$ cat config.mk
export PLATFORM = sky130hd
export DESIGN_NAME = edge_sync_det
export DESIGN_NICKNAME = d
export VERILOG_FILES = /design/src/rtl/edge_sync_det_pkg.sv /design/src/rtl/edge_sync_det_chan.sv /design/src/rtl/edge_sync_det.sv
export SDC_FILE = /design/constraint.sdc
export NUM_CORES = 1
export LEC_CHECK = 0
export BUFFER_PORTS_ARGS = -buffer_cell sky130_fd_sc_hd__buf_2
export CELL_PAD_IN_SITES_DETAIL_PLACEMENT = 1
export CELL_PAD_IN_SITES_GLOBAL_PLACEMENT = 2
export CORE_MARGIN = 8
export CORE_UTILIZATION = 31
export CTS_CLUSTER_SIZE = 40
export DETAILED_ROUTE_END_ITERATION = 8
export PLACE_DENSITY_LB_ADDON = 0.1
export SYNTH_ARGS = -nofsm -noshare
export SYNTH_HDL_FRONTEND = slang
export SYNTH_SLANG_ARGS = --single-unit
$ cat constraint.sdc
create_clock -name clk -period 1.6 [get_ports clk]
set_clock_uncertainty 0.15 [all_clocks]
set_input_delay 0.08 -clock clk [delete_from_list [all_inputs] [get_ports clk]]
set_output_delay 0.08 -clock clk [all_outputs]
set_load 0.01 [all_outputs]
$ cat src/rtl/edge_sync_det_pkg.sv
// Shared definitions for the edge synchroniser / detector.
// Optional filter is enabled with the EDGE_SYNC_DET_FILTER_EN macro.
package edge_sync_det_pkg;

    // Per-channel event qualification taken from mode_i.
    typedef enum logic [1:0] {
        MODE_OFF  = 2'b00,
        MODE_RISE = 2'b01,
        MODE_FALL = 2'b10,
        MODE_BOTH = 2'b11
    } mode_e;

    // Width of a counter that must hold values 0..max_count.
    function automatic int unsigned cnt_width(input int unsigned max_count);
        return (max_count < 1) ? 1 : $clog2(max_count + 1);
    endfunction

endpackage

$ cat src/rtl/edge_sync_det_chan.sv
// One channel: synchroniser chain, optional glitch filter (EDGE_SYNC_DET_FILTER_EN),
// registered rise/fall pulses, mode-qualified event pulse and a sticky flag.
module edge_sync_det_chan
    import edge_sync_det_pkg::*;
#(
    parameter int unsigned SYNC_STAGES   = 2,
`ifdef EDGE_SYNC_DET_FILTER_EN
    parameter int unsigned FILTER_CYCLES = 4,
`endif
    parameter logic        INIT_LEVEL    = 1'b0
) (
    input  logic       i_clk,
    input  logic       i_rst,
    input  logic       i_sig,
    input  logic [1:0] i_mode,
    input  logic       i_clr,
    output logic       o_level,
    output logic       o_rise,
    output logic       o_fall,
    output logic       o_event,
    output logic       o_flag
);

    logic [SYNC_STAGES-1:0] r_sync;
    logic                   w_sync;
    logic                   r_level;
    logic                   w_level_d;
    logic                   r_rise;
    logic                   r_fall;
    logic                   r_event;
    logic                   r_flag;
    logic                   w_rise_d;
    logic                   w_fall_d;
    logic                   w_event_d;
    logic                   w_flag_d;
    logic                   w_rise_en;
    logic                   w_fall_en;

    // Synchroniser shift chain; only the last stage is used downstream.
    always_ff @(posedge i_clk or posedge i_rst) begin
        if (i_rst) begin
            r_sync <= {SYNC_STAGES{INIT_LEVEL}};
        end else begin
            r_sync <= {r_sync[SYNC_STAGES-2:0], i_sig};
        end
    end

    assign w_sync = r_sync[SYNC_STAGES-1];

`ifdef EDGE_SYNC_DET_FILTER_EN
    localparam int unsigned CW = cnt_width(FILTER_CYCLES);
    localparam logic [CW-1:0] CntLast = CW'(FILTER_CYCLES - 1);

    logic [CW-1:0] r_cnt;
    logic [CW-1:0] w_cnt_d;

    // Count consecutive disagreeing samples; accept the new level on the edge the
    // count would reach FILTER_CYCLES. The count restarts there, so it never wraps.
    always_comb begin
        w_cnt_d   = '0;
        w_level_d = r_level;
        if (w_sync != r_level) begin
            if (r_cnt == CntLast) begin
                w_level_d = w_sync;
            end else begin
                w_cnt_d = r_cnt + 1'b1;
            end
        end
    end

    // Filter counter register.
    always_ff @(posedge i_clk or posedge i_rst) begin
        if (i_rst) begin
            r_cnt <= '0;
        end else begin
            r_cnt <= w_cnt_d;
        end
    end
`else
    // Without the filter the accepted level simply follows the synchroniser.
    always_comb begin
        w_level_d = w_sync;
    end
`endif

    // Decode which accepted edges are reported as events.
    always_comb begin
        w_rise_en = 1'b0;
        w_fall_en = 1'b0;
        unique case (mode_e'(i_mode))
            MODE_OFF: begin
                w_rise_en = 1'b0;
                w_fall_en = 1'b0;
            end
            MODE_RISE: w_rise_en = 1'b1;
            MODE_FALL: w_fall_en = 1'b1;
            MODE_BOTH: begin
                w_rise_en = 1'b1;
                w_fall_en = 1'b1;
            end
        endcase
    end

    // Pulses derive from accepted level changes only, so a mode change alone is silent.
    always_comb begin
        w_rise_d  = w_level_d & ~r_level;
        w_fall_d  = ~w_level_d & r_level;
        w_event_d = (w_rise_d & w_rise_en) | (w_fall_d & w_fall_en);
        // Set has priority over a coincident clear.
        w_flag_d  = w_event_d | (r_flag & ~i_clr);
    end

    // Accepted level, edge pulses and sticky flag.
    always_ff @(posedge i_clk or posedge i_rst) begin
        if (i_rst) begin
            r_level <= INIT_LEVEL;
            r_rise  <= 1'b0;
            r_fall  <= 1'b0;
            r_event <= 1'b0;
            r_flag  <= 1'b0;
        end else begin
            r_level <= w_level_d;
            r_rise  <= w_rise_d;
            r_fall  <= w_fall_d;
            r_event <= w_event_d;
            r_flag  <= w_flag_d;
        end
    end

    assign o_level = r_level;
    assign o_rise  = r_rise;
    assign o_fall  = r_fall;
    assign o_event = r_event;
    assign o_flag  = r_flag;

endmodule

$ cat src/rtl/edge_sync_det.sv
// Multi-channel synchronising edge detector with sticky flags and a combined irq.
// Define EDGE_SYNC_DET_FILTER_EN to include the per-channel glitch filter.
module edge_sync_det
    import edge_sync_det_pkg::*;
#(
    parameter int unsigned   CH            = 4,
    parameter int unsigned   SYNC_STAGES   = 2,
    parameter int unsigned   FILTER_CYCLES = 4,
    parameter logic [CH-1:0] INIT_LEVEL    = '0
) (
    input  logic            clk,
    input  logic            reset,
    input  logic [CH-1:0]   sig_i,
    input  logic [2*CH-1:0] mode_i,
    input  logic [CH-1:0]   clr_i,
    output logic [CH-1:0]   level_o,
    output logic [CH-1:0]   rise_o,
    output logic [CH-1:0]   fall_o,
    output logic [CH-1:0]   event_o,
    output logic [CH-1:0]   flag_o,
    output logic            irq_o
);

    // Elaboration-time parameter range guards.
    if (CH < 1 || CH > 32) begin : g_bad_ch
        $error("edge_sync_det: CH must be within 1..32");
    end
    if (SYNC_STAGES < 2 || SYNC_STAGES > 4) begin : g_bad_sync
        $error("edge_sync_det: SYNC_STAGES must be within 2..4");
    end
    if (FILTER_CYCLES < 1 || FILTER_CYCLES > 255) begin : g_bad_filt
        $error("edge_sync_det: FILTER_CYCLES must be within 1..255");
    end

    for (genvar g = 0; g < CH; g++) begin : g_chan
        edge_sync_det_chan #(
            .SYNC_STAGES   (SYNC_STAGES),
`ifdef EDGE_SYNC_DET_FILTER_EN
            .FILTER_CYCLES (FILTER_CYCLES),
`endif
            .INIT_LEVEL    (INIT_LEVEL[g])
        ) u_chan (
            .i_clk   (clk),
            .i_rst   (reset),
            .i_sig   (sig_i[g]),
            .i_mode  (mode_i[2*g +: 2]),
            .i_clr   (clr_i[g]),
            .o_level (level_o[g]),
            .o_rise  (rise_o[g]),
            .o_fall  (fall_o[g]),
            .o_event (event_o[g]),
            .o_flag  (flag_o[g])
        );
    end

    assign irq_o = |flag_o;

endmodule

After elaboration in Yosys (flattened, before gate mapping)
Cells that the tools add are included.

storage, ports and cells
  latch bits = 0
  bits in writable memories = 0
  input port bits = 18
  output and inout bits = 21
  ROM bits = 0
  memories = 0
  bits in registers = 28

cells by class
  $add $sub $neg = 0
  order comparisons = 0
  multiplexer cells = 8
  reductions and logical operators = 9
  shift operators = 0
  eq/ne operators = 12
  $mul = 0
  bitwise logic cells = 40
  div/mod/pow operators = 0

operators by type and width
  kind                                           number
  bitwise AND 1 bit                              20
  == test 2 bit, second input constant           8
  OR reduction 2 bit                             8
  inverter 1 bit                                 12
  == test 2 x 1 -> 1 bit, second input constant  4
  two-way mux 1 bit                              8
  OR 1 bit                                       8
  OR reduction 4 bit                             1

Longest topological paths before layout
  depth in word-level cells = 6
  depth in mapped cells = 2

By module
From an unflattened synthesis, not the netlist that was laid out.

second synthesis, totals
  cells, all modules = 53
  area total of the unflattened synthesis = 873.3 µm²

modules (own cells, without submodules)
  module              cells an instance  times used  seq. area each (µm²)  area an instance (µm²)
  edge_sync_det_chan  13                 4           175.2                 216.5
  edge_sync_det       1                  1           0.0                   7.5

Worst setup path before layout
Ideal clock, no wire load.

  kind = reg-to-output
  from = reg g_chan[0].u_chan.r_flag
  to = out irq_o
  setup slack = 0.442 ns
  data arrival time = 0.928 ns
  required time = 1.370 ns
  cell stages (with the launch flop) = 2
  cell sequence = dfrtp_1 or4_1

between the ends
  word-level cells in the longest chain between the ends = 1

ends and longest elaborated chain
  element                   line                       RTL
  start: declaration        edge_sync_det_chan.sv:31   logic r_flag;
  start signal: assignment  edge_sync_det_chan.sv:126  r_flag <= w_flag_d;
  OR reduction 4 bit        edge_sync_det.sv:56        assign irq_o = |flag_o;
  end: declaration          edge_sync_det.sv:21        output logic irq_o

Every way passes these cells.

Worst setup path in the final report
  from = reg g_chan[1].u_chan.r_flag
  to = out irq_o

between the ends
  word-level cells in the longest chain between the ends = 1

ends and longest elaborated chain
  element                   line
  start: declaration        edge_sync_det_chan.sv:31
  start signal: assignment  edge_sync_det_chan.sv:126
  OR reduction 4 bit        edge_sync_det.sv:56

Every way passes these cells.

==> results.md <==
* YS warnings at 0
* Worst-margin pin slew at 0.353 ns
* Status: complete, but fails checks
* Fraction of the mapped netlist area in compound gates at 0.0700
* Most frequent cells in the layout: buf_2, dfrtp_1, dlygate4sd3_1
* Post-DP HPWL at 1.48 mm
* Setup violations, final at 1
* RD Place Congestion at 0.719
* Critical Path Max Stage Delay at 0.50 ns
* Root buf cell: clkbuf_4
* Critical-path top delay cell: or4_1
* Post-Synth XOR/XNOR Area at 0
* Pwr/cell area at 897 nW/µm²
* Violated checks: negative setup slack
* Critical Path Fanout Max at 3
* Die H at 74.8 µm
* TritonCTS buffer count at 3
* 1st-pass router iterations at 2
* H-tree depth at 1
* Routed Antenna Nets at 0
* Row cnt at 21
* First-pass GRT wire length at 3.30 mm
* Synth-to-Final Area Change at 28.5%
* Worst path bufs/invs at 1
* Total die area at 5600 µm²
* Crit path DAT at 1.38 ns
* Global Route Usage Sum at 0.0812
* Crit end category: output pin
* Reg clk slew, reported paths at 0.14 ns
* CP top delay family: simple AND/OR/NAND/NOR gates
* Distinct cells, synth at 8
* Layout Nets at 130
* Synthesized-area fraction occupied by adder cells at 0
* Fin crit share at 1.01
* Simple-gate share of the synthesized area at 0.133
* Crit start category: flop
* Final Util at 0.413
* Sequential share of the synthesized area at 0.653
* Worst vdd ir at 0.506 mV
* Worst hold path type: in2async
* Cell Chain, Critical Path: or4_1, buf_2
* Drt first-iter violations at 11
* Bufs on Longest Clock Path at 2
* Mapped Area at 1070 µm²
* Multi-input combinational cell area at 218 µm²
* Slew HR at 0.765
* Mapped Cells at 70
* Total number of vias at 631
* # IOs at 39
* Syn Nets at 88
* Leakage at 0.000700 µW
* Largest net degree at the start of global routing at 29
* Worst EP required at 1.37 ns
* Clock sinks at 28
* Most common library cell in the layout ignoring fill and taps: buf_2
* Number of port buffers at 38
* Tmin final at 1.61 ns
* Fill count at 369
* Vias per cell at 4.04
* RSZ-0062 raised after global routing: true
* Layout cells sized above 1 at 0.464
* Core Area at 3340 µm²
* DRT Wirelength at 2.12 mm
* Fmax at 0.621 GHz
* Register area at 701 µm²
* Wire per inst at 13.6 µm
* Largest family of logic cells by synthesized area: buffers and inverters
* Clk_lat worst skew at 0.32 ns
* Ant. Diodes at 0
* CTS tree: done
* Post-Route Setup TNS at -0.00971 ns
* Vias in the first global route at 731
* Worst setup margin at -0.00971 ns
* DRC at 0
* Crit path kind: reg2out
* Max cap viols at 0
* Slew Viols, Final at 0
* Total congestion overflow at 0
* Yosys reg bits at 28
* Fin. Hold Viols at 0
* Syn avg cell area at 15.3 µm²
* Resized cells post-CTS at 0
* Die X-Extent at 74.8 µm
* Initial Utilization at 0.321
* Initial antenna violation count at 0
* Mux contribution to synthesized area at 0
[logic make-up after synthesis]
group / Yosys count
AOI/OAI and AO/OA: 8
and+or+nand+nor: 13
DFF: 28
buffers and inverters: 21
[repair_timing]
item | CTS | global route
hold endpoints to repair | 40 | 0
setup buffers | 1 | 0
hold buffers | 17 | 0
pin swaps | 0 | 1
gates cloned | 0 | 0
setup endpoints to repair | 1 | 1
[sequential cells by signal, summed over array words and instances, names as in the netlist]
name                   cells
g_chan.u_chan.r_sync       8
g_chan.u_chan.o_fall       4
g_chan.u_chan.o_flag       4
g_chan.u_chan.o_level      4
g_chan.u_chan.o_event      4
g_chan.u_chan.o_rise       4
[worst register-to-register path, stage by stage, from the launching register on]
cell,delay [ns]
dfrtp_1,0.44
nor2b_4,0.15
a221o_1,0.34
[cell type report]
class,instances,share of cell area
Multi-Input combinational cell,21,0.158
Timing Repair Buffer,57,0.272
Sequential cell,28,0.509
Tap cell,46,0.0418
Inverter,1,0.00272
Clock buffer,3,0.0163
[power by group]
part / leakage (µW) / switching, µW / internal [µW]
Clock: 0.0000138 / 188 / 88.1
Combinational: 0.000343 / 78.9 / 106
Sequential: 0.000344 / 24.4 / 750
Total: 0.000700 / 291 / 944
[layer usage]
metal / wire length [µm] / global-route usage
met2: 1080 / 0.141
met1: 797 / 0.0790
met5: 0 / 0
met4: 14 / 0.0522
met3: 222 / 0.0306
[stage by stage]
| step | instance area [µm²] | setup WS [ns] | hold slack, ns | instances | total power (µW) |
|---|---|---|---|---|---|
| floorplan | 1070 | 0.442 | -0.0386 | 70 | 908 |
| finish | 1380 | -0.00971 | 0.217 | 156 | 1240 |
| detailed placement | 1180 | 0.338 | 0.0186 | 135 | 942 |
| global route | 1380 | -0.0798 | 0.229 | 156 | 1300 |
| global placement | 1180 | 0.328 | 0.0128 | 135 | 941 |
| CTS | 1380 | -0.0277 | 0.191 | 156 | 1260 |
[synth_stat cells]
master | n | area share
or4_1 | 1 | 0.0070
dfrtp_1 | 28 | 0.65
a221o_1 | 4 | 0.037
nor2b_4 | 8 | 0.10
buf_4 | 20 | 0.14
a22o_1 | 4 | 0.033
nor2b_1 | 4 | 0.023
inv_1 | 1 | 0.0035
[final timing paths]
check	slack [ns]	startpoint	cells after the start	end
setup / recovery	-0.01	g_chan[1].u_chan.o_flag$_DFF_PP0_	2	irq_o
hold / removal	0.22	reset	4	g_chan[3].u_chan.r_sync[0]$_DFF_PP0_
setup reg to reg	0.41	g_chan[1].u_chan.o_level$_DFF_PP0_	2	g_chan[1].u_chan.o_flag$_DFF_PP0_
max in group asynchronous	0.82	reset	4	g_chan[0].u_chan.o_event$_DFF_PP0_
hold reg to reg	0.22	g_chan[0].u_chan.r_sync[0]$_DFF_PP0_	0	g_chan[0].u_chan.r_sync[1]$_DFF_PP0_
min in group clk	0.22	g_chan[0].u_chan.r_sync[0]$_DFF_PP0_	0	g_chan[0].u_chan.r_sync[1]$_DFF_PP0_
Note: power is estimated with default switching activity, not from simulation.
